File: src/rtl/pixel_bus_pkg.sv
// Shared definitions for the pixel bus receiver.
//   - Default screen geometry (SCREEN_W_DEF x SCREEN_H_DEF).
//   - TRANSPARENT_KEY: the magenta colour key that the optional
//     PIXEL_RX_TRANSPARENT_KEY_EN build discards before the FIFO.
//   - rx_state_t: receiver FSM encoding (S_IDLE, S_CLEAR, S_DONE).
//   - channel_bits(): bits kept per RGB channel for a framebuffer depth.
package pixel_bus_pkg;

  localparam int SCREEN_W_DEF = 160;
  localparam int SCREEN_H_DEF = 120;

  localparam logic [23:0] TRANSPARENT_KEY = 24'hFF00FF;

  typedef enum logic [1:0] {
    S_IDLE  = 2'd0,
    S_CLEAR = 2'd1,
    S_DONE  = 2'd2
  } rx_state_t;

  // The framebuffer colour is split evenly across R, G and B.
  function automatic int channel_bits(input int colour_bits);
    return colour_bits / 3;
  endfunction

endpackage

File: src/rtl/pixel_fifo.sv
// Synchronous show-ahead FIFO: the oldest entry is always visible on head.
// Ports:
//   clk, reset  : clock, asynchronous active-high reset (empties the FIFO)
//   push, data  : write request and write data
//   pop         : read request (ignored while empty)
//   head        : oldest entry (don't-care while empty)
//   full, empty : occupancy flags
//   count       : occupancy, 0..DEPTH
// A push while full is accepted only if a pop happens in the same cycle.
// DEPTH must be a power of two (>= 2) so the pointers wrap naturally.
module pixel_fifo #(
  parameter int WIDTH = 24,
  parameter int DEPTH = 8
) (
  input  logic                     clk,
  input  logic                     reset,
  input  logic                     push,
  input  logic [WIDTH-1:0]         data,
  input  logic                     pop,
  output logic [WIDTH-1:0]         head,
  output logic                     full,
  output logic                     empty,
  output logic [$clog2(DEPTH):0]   count
);

  localparam int PW = $clog2(DEPTH);
  localparam int CW = PW + 1;

  logic [WIDTH-1:0] mem [DEPTH];
  logic [PW-1:0]    wr_ptr;
  logic [PW-1:0]    rd_ptr;
  logic             do_push;
  logic             do_pop;

  assign full    = (count == CW'(DEPTH));
  assign empty   = (count == '0);
  assign do_pop  = pop && !empty;
  assign do_push = push && (!full || do_pop);
  assign head    = mem[rd_ptr];

  // Storage carries no reset; stale data is never visible because head is
  // only consumed while count is non-zero.
  always_ff @(posedge clk) begin
    if (do_push) begin
      mem[wr_ptr] <= data;
    end
  end

  always_ff @(posedge clk or posedge reset) begin
    if (reset) begin
      wr_ptr <= '0;
      rd_ptr <= '0;
      count  <= '0;
    end else begin
      if (do_push) begin
        wr_ptr <= wr_ptr + 1'b1;
      end
      if (do_pop) begin
        rd_ptr <= rd_ptr + 1'b1;
      end
      count <= count + CW'(do_push) - CW'(do_pop);
    end
  end

endmodule

File: src/rtl/pixel_bus_receiver.sv
// Sink of the shared pixel draw bus. Each strobe is registered, clipped to
// the screen, reduced to framebuffer colour depth and queued; the queue is
// drained into the framebuffer write port. A clear request fills the whole
// screen with a latched colour once the queue has drained.
//
// Optional build macro: PIXEL_RX_TRANSPARENT_KEY_EN -- when defined, on-screen
// pixels whose colour equals 24'hFF00FF are dropped silently.
//
// Ports:
//   clk, reset        : clock, asynchronous active-high reset
//   draw_enable_bus   : bus strobe; only a clean 1 counts
//   x_bus, y_bus      : pixel coordinates
//   rgb_bus           : {R,G,B} 8 bits each
//   clear_req         : single-cycle clear request
//   clear_colour      : fill colour, captured when clear_req is accepted
//   fb_ready          : framebuffer accepts the presented write
//   fb_write          : write valid
//   fb_address        : write address (y*SCREEN_W + x)
//   fb_colour         : write data
//   fifo_count        : queue occupancy
//   overflow          : sticky, a pixel was dropped on a full queue
//   clipped           : one-cycle pulse for an off-screen strobe
//   clear_done        : one-cycle pulse when the clear finishes
//   busy              : queue non-empty or FSM not idle
//   fsm_state         : current FSM state (rx_state_t encoding), debug only
//
// Handshake: a write transfers on a rising edge where fb_write and fb_ready
// are both high. While fb_write is high and fb_ready low, fb_address and
// fb_colour hold their values; fb_write is never withdrawn before transfer.
module pixel_bus_receiver
  import pixel_bus_pkg::*;
#(
  parameter int SCREEN_W    = SCREEN_W_DEF,
  parameter int SCREEN_H    = SCREEN_H_DEF,
  parameter int COLOUR_BITS = 9,
  parameter int FIFO_DEPTH  = 8,
  parameter int ADDR_BITS   = 15
) (
  input  logic                          clk,
  input  logic                          reset,
  input  logic                          draw_enable_bus,
  input  logic [7:0]                    x_bus,
  input  logic [7:0]                    y_bus,
  input  logic [23:0]                   rgb_bus,
  input  logic                          clear_req,
  input  logic [COLOUR_BITS-1:0]        clear_colour,
  input  logic                          fb_ready,
  output logic                          fb_write,
  output logic [ADDR_BITS-1:0]          fb_address,
  output logic [COLOUR_BITS-1:0]        fb_colour,
  output logic [$clog2(FIFO_DEPTH):0]   fifo_count,
  output logic                          overflow,
  output logic                          clipped,
  output logic                          clear_done,
  output logic                          busy,
  output logic [1:0]                    fsm_state
);

  localparam int K          = channel_bits(COLOUR_BITS);
  localparam int ENTRY_BITS = ADDR_BITS + COLOUR_BITS;
  localparam int PIXELS     = SCREEN_W * SCREEN_H;

  localparam logic [8:0]           W_LIMIT   = 9'(SCREEN_W);
  localparam logic [8:0]           H_LIMIT   = 9'(SCREEN_H);
  localparam logic [ADDR_BITS-1:0] W_ADDR    = ADDR_BITS'(SCREEN_W);
  localparam logic [ADDR_BITS-1:0] LAST_ADDR = ADDR_BITS'(PIXELS - 1);

  // ---------------------------------------------------------------- input stage
  logic        in_strobe;
  logic [7:0]  in_x;
  logic [7:0]  in_y;
  logic [23:0] in_rgb;

  // X or Z on the shared strobe line must not be taken as a draw, hence the
  // case-equality test.
  always_ff @(posedge clk or posedge reset) begin
    if (reset) begin
      in_strobe <= 1'b0;
      in_x      <= '0;
      in_y      <= '0;
      in_rgb    <= '0;
    end else begin
      in_strobe <= (draw_enable_bus === 1'b1);
      in_x      <= x_bus;
      in_y      <= y_bus;
      in_rgb    <= rgb_bus;
    end
  end

  logic                   on_screen;
  logic                   is_key;
  logic                   push_req;
  logic [ADDR_BITS-1:0]   pixel_addr;
  logic [COLOUR_BITS-1:0] pixel_colour;

  assign on_screen    = ({1'b0, in_x} < W_LIMIT) && ({1'b0, in_y} < H_LIMIT);
  assign pixel_addr   = ADDR_BITS'(in_y) * W_ADDR + ADDR_BITS'(in_x);
  assign pixel_colour = {in_rgb[23 -: K], in_rgb[15 -: K], in_rgb[7 -: K]};

`ifdef PIXEL_RX_TRANSPARENT_KEY_EN
  assign is_key = (in_rgb == TRANSPARENT_KEY);
`else
  assign is_key = 1'b0;
`endif

  assign push_req = in_strobe && on_screen && !is_key;

  // ---------------------------------------------------------------- queue
  logic [ENTRY_BITS-1:0] fifo_head;
  logic                  fifo_full;
  logic                  fifo_empty;
  logic                  fifo_pop;

  pixel_fifo #(
    .WIDTH (ENTRY_BITS),
    .DEPTH (FIFO_DEPTH)
  ) u_fifo (
    .clk   (clk),
    .reset (reset),
    .push  (push_req),
    .data  ({pixel_addr, pixel_colour}),
    .pop   (fifo_pop),
    .head  (fifo_head),
    .full  (fifo_full),
    .empty (fifo_empty),
    .count (fifo_count)
  );

  // ---------------------------------------------------------------- FSM
  rx_state_t              state;
  rx_state_t              next_state;
  logic                   clear_pending;
  logic [COLOUR_BITS-1:0] clear_col;
  logic [ADDR_BITS-1:0]   clear_cnt;

  always_ff @(posedge clk or posedge reset) begin
    if (reset) begin
      state <= S_IDLE;
    end else begin
      state <= next_state;
    end
  end

  always_comb begin
    next_state = state;
    fb_write   = 1'b0;
    fb_address = '0;
    fb_colour  = '0;
    fifo_pop   = 1'b0;
    clear_done = 1'b0;
    case (state)
      S_IDLE: begin
        fb_write = !fifo_empty;
        if (!fifo_empty) begin
          fb_address = fifo_head[ENTRY_BITS-1 -: ADDR_BITS];
          fb_colour  = fifo_head[COLOUR_BITS-1:0];
        end
        fifo_pop = !fifo_empty && fb_ready;
        // Queued pixels are written before the clear starts.
        if (clear_pending && fifo_empty) begin
          next_state = S_CLEAR;
        end
      end
      S_CLEAR: begin
        fb_write   = 1'b1;
        fb_address = clear_cnt;
        fb_colour  = clear_col;
        if (fb_ready && (clear_cnt == LAST_ADDR)) begin
          next_state = S_DONE;
        end
      end
      S_DONE: begin
        clear_done = 1'b1;
        next_state = S_IDLE;
      end
      default: begin
        next_state = S_IDLE;
      end
    endcase
  end

  always_ff @(posedge clk or posedge reset) begin
    if (reset) begin
      clear_pending <= 1'b0;
      clear_col     <= '0;
      clear_cnt     <= '0;
      overflow      <= 1'b0;
      clipped       <= 1'b0;
    end else begin
      clipped <= in_strobe && !on_screen;
      // A full queue still accepts a push when the same edge pops an entry.
      if (push_req && fifo_full && !fifo_pop) begin
        overflow <= 1'b1;
      end
      // The pending flag is consumed as the FSM enters S_CLEAR; a request
      // during a pending or running clear is ignored.
      if (state == S_IDLE && clear_pending && fifo_empty) begin
        clear_pending <= 1'b0;
      end else if (clear_req && !clear_pending && state != S_CLEAR) begin
        clear_pending <= 1'b1;
        clear_col     <= clear_colour;
      end
      if (state == S_CLEAR) begin
        if (fb_ready) begin
          clear_cnt <= clear_cnt + 1'b1;
        end
      end else begin
        clear_cnt <= '0;
      end
    end
  end

  assign busy      = !fifo_empty || (state != S_IDLE);
  assign fsm_state = state;

endmodule

File: config.mk
export PLATFORM = sky130hd
export DESIGN_NAME = pixel_bus_receiver
export DESIGN_NICKNAME = d
export VERILOG_FILES = /design/src/rtl/pixel_bus_pkg.sv /design/src/rtl/pixel_fifo.sv /design/src/rtl/pixel_bus_receiver.sv
export SDC_FILE = /design/constraint.sdc
export NUM_CORES = 1
export LEC_CHECK = 0
export CAP_MARGIN = 20
export CELL_PAD_IN_SITES_DETAIL_PLACEMENT = 1
export CELL_PAD_IN_SITES_GLOBAL_PLACEMENT = 1
export CORE_ASPECT_RATIO = 1.75
export CORE_MARGIN = 8
export CORE_UTILIZATION = 51
export CTS_BUF_LIST = sky130_fd_sc_hd__clkbuf_8
export CTS_CLUSTER_DIAMETER = 60
export DETAILED_ROUTE_END_ITERATION = 16
export PLACE_DENSITY = 0.91
export SYNTH_ARGS = -nofsm -noshare
export SYNTH_HDL_FRONTEND = slang
export SYNTH_SLANG_ARGS = --single-unit
export TNS_END_PERCENT = 5
File: constraint.sdc
create_clock -name clk -period 5 [get_ports clk]
set_clock_uncertainty 0.2 [all_clocks]
set_input_delay 0.5 -clock clk [delete_from_list [all_inputs] [get_ports clk]]
set_output_delay 0.5 -clock clk [all_outputs]
set_load 0.005 [all_outputs]
==> flow_summary.ini, run 1 <==
[drt]
vias = 5580
detail_route.wl_per_cell_um = 24.0
via_per_inst = 5.77
dr.max_layer_used = met4
routed_wl_um = 23200
detailroute.wirelength.met3_um = 1120
drt_pass1_iterations = 5
drt_first_iter_violations = 305
remaining_drc_errors = 0
met2_wire_len_um = 12900
wirelength_met1_um = 8580
drt.antenna.violating_nets = 0

[cells_and_area]
final_design_area_no_fill_mm2 = 0.0123
post_route_cells_drive_above_1_share_pct = 18.6
syn2layout_area_growth_pct = 16.7
fillerInstances = 1820
nets = 772
antennaDiodeCount = 0

[outcome]
outcome = finished, final reports clean

[power]
total_power_uw = 4850
total_leakage_power_uw = 0.00431
p_per_area_mw_per_mm2 = 396
peakVddDrop_uv = 267

[placed_design]
place_ws_ps = 1480
portBuffers = 73
gp_routability_congestion = 0.738
total_placed_instance_area_mm2 = 0.0115
detailed_place_hpwl_um = 15200

[global_routing]
via_count_of_the_first_global_routing_pass = 6414
antenna_found_initial = 0
grt_overflow_total = 0
wire_length_of_the_first_global_routing_pass_um = 36000
grt_use_total_pct = 18.3
pin_count_of_the_biggest_net_entering_global_routing = 51

[timing]
unrepaired_setup_endpoints_after_global_routing = no
hold_viol_final = 0
timing.final.crit_period_ps = 3950
slew_headroom_pct = 29.2
worst_slew_pin_slew_ps = 1060
report.final.slew_viol_count = 0
period_share_pct = 79.1
finalSetupTns_ps = 0
whs_ps = 195
fmax_mhz = 253
report.final.setup_viol = 0
timing.final.ws_setup_ps = 1050

[floorplanning]
initial_core_util_pct = 51.8
std_cell_rows = 69
design.die.area_mm2 = 0.0256
ioPinCount = 89
area_of_the_core_region_mm2 = 0.0203
die_h_um = 206
die_span_x_um = 125

[job]
max_cap_violations = 0

[cts]
holdBufCountCts = 0
clk_pin_slew_worst_paths_ps = 60
cts-resized-gates = 0
cts_num_sinks = 257
ctsLongestPathBuffers = 3
tritoncts = yes
root_buffer = clkbuf_8
clock_tree.htree_level_count = 2
worst_skew_pair.late_latency_ps = 540
cts_setup_buffers = 0
numCtsBuffers = 37

[worst_hold_path]
worstHoldPathCells = 1
hold_path_startpoint = y_bus[7]
hp-class = primary input to flop

[logic_synthesis]
ys_ff_latch = 257
post_synth_instance_area_mm2 = 0.0105
synthArstFlopShare_pct = 25.3
number_of_flops_mapped_to_enable_cells_by_yosys = 192
syn-mean-instance-area_um2 = 17.6
ys_dominant_reg_cell = edfxtp_1
yosysSeqAreaShare_pct = 70.3
synthesis.nets = 677
postSynthCellCount = 596
synth-warning-count = 0
synth_cell_types = 48

[setup_path]
critPathLaunchType = flop
crit_type = flop to primary output
critical_path.max_fanout = 24
endpoint_kind = primary output
r2r_cells = 7
startpoint_of_the_lowest_slack_register_to_register_path = in_y[1]$_DFF_PP0_
critical_path_required_ps = 4300
cp-startpoint = u_fifo.count[2]$_DFF_PP0_
cp.arrival_ps = 3250
==> per-stage QoR <==
step / util (%) / cells
after floorplan: - / 596
after detailed placement: 56.8 / 899
after CTS: 60.4 / 966
final: 60.5 / 967
after global routing: 60.5 / 967
after global placement: 56.8 / 899
==> layer usage <==
metal	vias to the layer above	track usage (%)
met5	-	0
met1	2895	19.5
met4	0	9.08
met3	41	2.93
li1	2476	-
met2	168	34.3
==> cells in the mapped netlist, types with 2 or more instances <==
| cell type | n | area, µm² |
|---|---|---|
| a211oi_1 | 2 | 15.0 |
| a21o_1 | 3 | 22.5 |
| a21oi_1 | 7 | 35.0 |
| and2_1 | 2 | 12.5 |
| and3_1 | 4 | 25.0 |
| and4_1 | 2 | 17.5 |
| buf_1 | 4 | 15.0 |
| buf_12 | 2 | 40.0 |
| buf_2 | 7 | 35.0 |
| buf_4 | 3 | 22.5 |
| clkbuf_1 | 7 | 26.3 |
| dfrtp_1 | 65 | 1630 |
| edfxtp_1 | 192 | 5770 |
| fa_1 | 3 | 60.1 |
| ha_1 | 24 | 300 |
| inv_1 | 16 | 60.1 |
| mux2_2 | 11 | 124 |
| mux2i_1 | 25 | 250 |
| mux4_1 | 2 | 52.6 |
| mux4_2 | 46 | 1040 |
| nand2_1 | 36 | 135 |
| nand2b_1 | 4 | 25.0 |
| nand3_1 | 4 | 20.0 |
| nand4_1 | 6 | 37.5 |
| nor2_1 | 33 | 124 |
| nor2b_1 | 4 | 25.0 |
| nor3_1 | 2 | 10.0 |
| o21ai_0 | 21 | 105 |
| o21ai_1 | 11 | 55.1 |
| or3_1 | 4 | 25.0 |
| xnor2_1 | 16 | 140 |
| xor2_1 | 12 | 105 |
==> logic make-up after synthesis <==
logic type	synth area share, %
DFF	70.3
AOI/OAI and AO/OA	2.92
and+or+nand+nor	5.06
muxes	13.9
xor gates and xnor gates	2.33
adders and majority gates	3.43
buffers and inverters	2.00
==> layout make-up <==
cell class | instances | area (µm²) | share of cell area, %
sequential | 257 | 7390 | 60.3
timing repair buffer | 80 | 808 | 6.59
multi-input combinational | 299 | 2960 | 24.2
tap | 248 | 310 | 2.53
inverter | 16 | 60.1 | 0.490
clock inverter | 27 | 178 | 1.45
clock buffer | 40 | 551 | 4.49
==> worst max-delay path, stage by stage (launching register included) <==
cell and delay [ps]:
dfrtp_1 390, inv_1 110, ha_1 160, or3b_4 430, nand2_1 710, o21ai_0 370, clkdlybuf4s50_1 530
==> flip-flops by register name, indices dropped and copies added, names as in the netlist, 3 cells and up <==
name           flops
clear_cnt         15
u_fifo.rd_ptr      3
u_fifo.wr_ptr      3
u_fifo.mem       192
in_y               8
clear_col          9
in_rgb             9
in_x               8
u_fifo.count       4
==> final timing paths <==
kind,end,slack (ps)
max,fb_address[7],1050
min,in_y[7]$_DFF_PP0_,190
max reg2reg,u_fifo.mem[0][21]$_DFFE_PP_,1700
min reg2reg,clear_pending$_DFFE_PP0P_,290
max in group asynchronous,u_fifo.rd_ptr[1]$_DFFE_PP0P_,3410
min in group asynchronous,clear_col[4]$_DFFE_PP0P_,240
==> placed cells by master, fill, tap and decap left out, types with 5 or more instances in the layout <==
cell type,netlist,final
mux2_2,11,11
clkdlybuf4s50_1,0,73
o21ai_1,11,11
dfrtp_1,65,63
inv_1,16,25
mux4_2,46,46
xnor2_1,16,16
nand2_1,36,36
edfxtp_1,192,192
nand4_1,6,6
mux2i_1,25,25
clkinv_2,0,8
clkbuf_8,0,40
o21ai_0,21,21
ha_1,24,24
nor2_4,0,6
nor2_1,33,27
buf_4,3,5
a21oi_1,7,7
xor2_1,12,12
==> report_power, final <==
group	internal [µW]	total [µW]	leakage [µW]	switching [µW]
combinational	271	609	0.00136	338
clock	852	1630	0.000415	779
sequential	2500	2610	0.00254	117
total	3620	4850	0.00431	1230
No activity file was read; power rests on OpenSTA's default activity.
==> run 2, diff against run 1 <==
--- a/config.mk
+++ b/config.mk
@@ -10,11 +10,11 @@
 export CELL_PAD_IN_SITES_GLOBAL_PLACEMENT = 1
 export CORE_ASPECT_RATIO = 1.75
 export CORE_MARGIN = 8
-export CORE_UTILIZATION = 51
+export CORE_UTILIZATION = 46
 export CTS_BUF_LIST = sky130_fd_sc_hd__clkbuf_8
 export CTS_CLUSTER_DIAMETER = 60
 export DETAILED_ROUTE_END_ITERATION = 16
-export PLACE_DENSITY = 0.91
+export PLACE_DENSITY = 0.88
 export SYNTH_ARGS = -nofsm -noshare
 export SYNTH_HDL_FRONTEND = slang
 export SYNTH_SLANG_ARGS = --single-unit
==> constraint.sdc (replaced) <==
create_clock -name clk -period 3.3 [get_ports clk]
set_clock_uncertainty 0.2 [all_clocks]
set_input_delay 0.33 -clock clk [delete_from_list [all_inputs] [get_ports clk]]
set_output_delay 0.33 -clock clk [all_outputs]
set_load 0.005 [all_outputs]
==> run 2 against run 1 <==
Net effect:
- total power up 58%
- core utilization down 4.1 points
- sequential share of layout area down 2.1 points
- design area up 3.7%
- critical endpoint is now fb_address[10]
==> flow_summary.ini, run 2 (synthesis results as in run 1) <==
[setup_path]
cp.arrival_ps = 2670
timing.reg2reg.setup_slack_ps = 180
r2r_cells = 8
critical_path.max_fanout = 14
endpoint_kind = primary output
critical_path_required_ps = 2770
crit_type = flop to primary output
timing.rr.end = u_fifo.mem[5][23]$_DFFE_PP_
critPathLaunchType = flop
startpoint_of_the_lowest_slack_register_to_register_path = in_y[1]$_DFF_PP0_

[cells_and_area]
reg.largest.list = u_fifo.mem (192), clear_cnt (15)
post_route_cells_drive_above_1_share_pct = 20.7
largest_reg_flops = 192
most-common-layout-cells = 192 x edfxtp_1, 73 x clkdlybuf4s50_1, 63 x dfrtp_1, 46 x mux4_2, 39 x clkbuf_8
fillerInstances = 2077
fin_util_pct = 56.4
syn2layout_area_growth_pct = 21.0
registers.top_by_ff_count = u_fifo.mem
antennaDiodeCount = 0
nets = 792
layout.cells.most_common = edfxtp_1

[global_routing]
grt_overflow_total = 0
pin_count_of_the_biggest_net_entering_global_routing = 40
via_count_of_the_first_global_routing_pass = 6754
antenna_found_initial = 0
met3_usage_pct = 3.26
grtUsageMet1_pct = 20.3
grt_busiest_layer = met2
grt_use_total_pct = 18.4
wire_length_of_the_first_global_routing_pass_um = 38800
grtUsageMet2_pct = 33.6

[placed_design]
detailed_place_hpwl_um = 16500
portBuffers = 73
place_ws_ps = 91.3
gp_routability_congestion = 0.775

[drt]
remaining_drc_errors = 0
drt_pass1_iterations = 5
vias = 5784
detail_route.wl_per_cell_um = 24.0
drt.antenna.violating_nets = 0
via_per_inst = 5.56
routed_wl_um = 24900
drt_first_iter_violations = 367

[cts]
ctsLongestPathBuffers = 3
clock_tree.htree_level_count = 2
root_buffer = clkbuf_8
clk_pin_slew_worst_paths_ps = 60
cts_num_sinks = 257
worst_skew_pair.late_latency_ps = 540
numCtsBuffers = 38
tritoncts = yes

[worst_hold_path]
worstHoldPathCells = 1
worst_hold_path.endpoint = in_rgb[21]$_DFF_PP0_
hold_path_startpoint = rgb_bus[21]
hp-class = primary input to flop

[timing]
timing.final.ws_setup_ps = 96.5
fmax_mhz = 312
report.final.slew_viol_count = 0
worst_slew_pin_slew_ps = 903
hold_viol_final = 0
unrepaired_setup_endpoints_after_global_routing = no
report.final.setup_viol = 0
slew_headroom_pct = 39.8
timing.final.crit_period_ps = 3200
period_share_pct = 97.1

[job]
max_cap_violations = 0

[power]
total_leakage_power_uw = 0.00448
peakVddDrop_uv = 481
p_per_area_mw_per_mm2 = 602

[outcome]
outcome = finished, final reports clean

[floorplanning]
die_span_x_um = 130
die_h_um = 216
design.die.area_mm2 = 0.0281
std_cell_rows = 73
ioPinCount = 89
initial_core_util_pct = 46.6
area_of_the_core_region_mm2 = 0.0226
[run 2: through the flow]
step | setup TNS, ps | instances | hold WS, ps | total power [µW] | cell area, µm²
floorplan | -9240 | 596 | 161 | 4470 | 10500
global placement | 0 | 965 | 262 | 4850 | 11800
detailed placement | 0 | 965 | 278 | 4980 | 11800
CTS | 0 | 1040 | 6.28 | 7710 | 12700
global route | 0 | 1040 | 11.6 | 7960 | 12700
finish | 0 | 1040 | 38.1 | 7660 | 12700
[run 2: power by group]
part	leakage [µW]	switching, µW	internal, µW
Combinational	0.00152	531	446
Sequential	0.00254	175	3780
Clock	0.000427	1220	1510
[run 2: how the worst max path moves through the flow]
stage,to,slack [ps],startpoint
global route,fb_address[10],6,u_fifo.rd_ptr[0]$_DFFE_PP0P_
CTS,fb_address[9],40,u_fifo.rd_ptr[0]$_DFFE_PP0P_
finish,fb_address[10],100,u_fifo.rd_ptr[0]$_DFFE_PP0P_
global placement,u_fifo.mem[0][22]$_DFFE_PP_,270,in_y[1]$_DFF_PP0_
floorplan,u_fifo.mem[1][0]$_DFFE_PP_,-390,u_fifo.count[2]$_DFF_PP0_
detailed placement,u_fifo.mem[5][23]$_DFFE_PP_,90,in_y[1]$_DFF_PP0_
[run 2: timing repair]
item	in CTS	in global routing
gates cloned	1	0
buffers inserted	2	0
setup endpoints to repair	13	26
hold buffers	3	0
resized for setup	4	5
endpoints found under the hold margin	3	0
[run 2: final cells by class]
type                    count  area [µm²]  share of cell area (%)
clock buffers              39         537                    4.22
flip-flops and latches    257        7400                    58.2
well taps                 300         375                    2.95
multi-input cells         299        2960                    23.3
clock inverters            30         267                    2.10
repair buffers             99        1120                    8.83
inverters                  16        60.1                   0.472
[run 2: worst max-delay path, stage by stage (launching register included)]
cell	delay, ps
dfrtp_4	520
bufbuf_16	350
mux4_2	540
mux2i_1	200
o21ai_1	80
clkdlybuf4s50_1	450
[run 2: per-layer routing]
metal | share of wire [%] | up-vias | wire length (µm)
met5 | 0 | - | 0
met4 | 3.4 | 0 | 842
met3 | 4.1 | 62 | 1010
met2 | 55 | 185 | 13800
met1 | 37 | 3013 | 9270
li1 | - | 2524 | -
==> run 3, diff against run 2 <==
--- a/config.mk
+++ b/config.mk
@@ -10,11 +10,11 @@
 export CELL_PAD_IN_SITES_GLOBAL_PLACEMENT = 1
 export CORE_ASPECT_RATIO = 1.75
 export CORE_MARGIN = 8
-export CORE_UTILIZATION = 46
+export CORE_UTILIZATION = 35
 export CTS_BUF_LIST = sky130_fd_sc_hd__clkbuf_8
 export CTS_CLUSTER_DIAMETER = 60
 export DETAILED_ROUTE_END_ITERATION = 16
-export PLACE_DENSITY = 0.88
+export PLACE_DENSITY = 0.69
 export SYNTH_ARGS = -nofsm -noshare
 export SYNTH_HDL_FRONTEND = slang
 export SYNTH_SLANG_ARGS = --single-unit
==> constraint.sdc (replaced) <==
create_clock -name clk -period 3.6 [get_ports clk]
set_clock_uncertainty 0.2 [all_clocks]
set_input_delay 0.36 -clock clk [delete_from_list [all_inputs] [get_ports clk]]
set_output_delay 0.36 -clock clk [all_outputs]
set_load 0.005 [all_outputs]
==> run 3 against run 2 <==
Net effect:
- count of clock-buffer cells in the layout grew 4
- wire length shrank 5.7%
- sequential power shrank 8.4%
- flip-flop and latch count is the same
- first-iteration DRC count shrank 28%
- cell count grew 7.6%
- total power shrank 13%
- worst hold slack gained 8.9 ps
- combinational power shrank 14%
- sequential share of layout area grew 0.91 points
==> flow_summary.ini, run 3 (synthesis results as in run 1) <==
[cts]
clk_pin_slew_worst_paths_ps = 70
holdBufCountCts = 0
clock_tree.htree_level_count = 2
cts-resized-gates = 0
root_buffer = clkbuf_8
tritoncts = yes
cts_num_sinks = 257
ctsLongestPathBuffers = 3
cts_setup_buffers = 0
worst_skew_pair.late_latency_ps = 540
numCtsBuffers = 38

[placed_design]
gp_routability_congestion = 0.796
detailed_place_hpwl_um = 15600
portBuffers = 73
place_ws_ps = 388
total_placed_instance_area_mm2 = 0.0118

[cells_and_area]
fillerInstances = 2965
nets = 783
reg.largest.list = u_fifo.mem (192), clear_cnt (15)
most-common-layout-cells = 192 x edfxtp_1, 73 x clkdlybuf4s50_1, 63 x dfrtp_1, 46 x mux4_2, 43 x clkbuf_8
post_route_cells_drive_above_1_share_pct = 19.2
final_design_area_no_fill_mm2 = 0.0125
largest_reg_flops = 192
layout.cells.most_common = edfxtp_1
syn2layout_area_growth_pct = 19.1
registers.top_by_ff_count = u_fifo.mem

[timing]
slew_headroom_pct = 50.3
unrepaired_setup_endpoints_after_global_routing = no
fmax_mhz = 294
report.final.setup_viol = 0
period_share_pct = 94.5
timing.final.ws_setup_ps = 197
worst_slew_pin_slew_ps = 746
timing.final.crit_period_ps = 3400
finalSetupTns_ps = 0
report.final.slew_viol_count = 0
hold_viol_final = 0

[drt]
via_per_inst = 5.00
drt.antenna.violating_nets = 0
detail_route.wl_per_cell_um = 21.0
vias = 5596
drt_first_iter_violations = 266
drt_pass1_iterations = 4
remaining_drc_errors = 0
routed_wl_um = 23500

[global_routing]
antenna_found_initial = 1
grt_overflow_total = 0
grtUsageMet1_pct = 14.4
grtUsageMet2_pct = 25.0
grt_busiest_layer = met2
via_count_of_the_first_global_routing_pass = 6415
pin_count_of_the_biggest_net_entering_global_routing = 39
wire_length_of_the_first_global_routing_pass_um = 37100
met3_usage_pct = 2.49
grt_use_total_pct = 13.4

[power]
total_leakage_power_uw = 0.00436
p_per_area_mw_per_mm2 = 531
total_power_uw = 6640
peakVddDrop_uv = 261

[floorplanning]
std_cell_rows = 84
die_h_um = 245
design.die.area_mm2 = 0.0360
ioPinCount = 89
die_span_x_um = 147
initial_core_util_pct = 35.2
area_of_the_core_region_mm2 = 0.0298

[setup_path]
critical_path.max_fanout = 26
critical_path_required_ps = 3040
cp.arrival_ps = 2840
crit_type = flop to primary output
endpoint_kind = primary output
critPathLaunchType = flop

[outcome]
outcome = finished, final reports clean

[worst_hold_path]
hp-class = primary input to async pin

[job]
max_cap_violations = 0
run 3: cell count changes in the layout (fill, tap and decap cells not counted), sizes merged, moves of 2 or more:
| cell | delta |
|---|---|
| buf | -5 |
| bufinv | -5 |
| clkbuf | +4 |
| dlygate4sd3 | -3 |
| inv | +3 |
| clkinvlp | -2 |
run 3: worst max-delay path, stage by stage, from the launching register on:
cell	delay, ps
dfrtp_2	800
buf_12	290
mux4_2	330
mux2i_1	300
o21ai_1	120
clkdlybuf4s50_1	460
run 3: path summary, 6_finish.rpt:
path / startpoint / end / slack [ps] / cells after the start
worst max-delay path: u_fifo.rd_ptr[1]$_DFFE_PP0P_ / fb_address[5] / 200 / 5
worst min-delay path: reset / in_rgb[13]$_DFF_PP0_ / 50 / 2
worst max register to register: in_y[1]$_DFF_PP0_ / u_fifo.mem[4][21]$_DFFE_PP_ / 430 / 7
worst min register to register: u_fifo.rd_ptr[2]$_DFFE_PP0P_ / u_fifo.rd_ptr[2]$_DFFE_PP0P_ / 290 / 1
max in group asynchronous: reset / in_rgb[23]$_DFF_PP0_ / 2470 / 3
min in group clk: rgb_bus[5] / in_rgb[5]$_DFF_PP0_ / 60 / 1
run 3: stage by stage:
| step | utilization [%] | std cells | hold WS (ps) |
|---|---|---|---|
| after floorplan | - | 596 | 191 |
| after global placement | 39.6 | 1049 | 262 |
| after detailed placement | 39.6 | 1049 | 276 |
| after CTS | 41.9 | 1118 | 17.7 |
| after global routing | 41.9 | 1119 | 27.9 |
| final | 41.9 | 1119 | 47.0 |
run 3: cell type report:
class	instances	area (µm²)	share of cell area (%)
Sequential cell	257	7390	59.1
Clock inverter	26	108	0.860
Clock buffer	43	592	4.73
Tap cell	387	484	3.87
Timing Repair Buffer	90	933	7.46
Antenna cell	1	2.50	0.0200
Multi-Input combinational cell	299	2940	23.5
Inverter	16	60.1	0.480
run 3: per-layer routing:
layer	routed length (µm)	share of wire (%)	vias up
li1	-	-	2501
met1	9100	39	2917
met2	12800	55	132
met3	909	3.9	46
met4	663	2.8	0
met5	0	0	-
run 3: power breakdown:
part / internal [µW] / switching (µW) / leakage [µW] / total (µW)
sequential: 3460 / 159 / 0.00254 / 3620
combinational: 386 / 459 / 0.00142 / 844
clock: 1090 / 1080 / 0.000402 / 2180
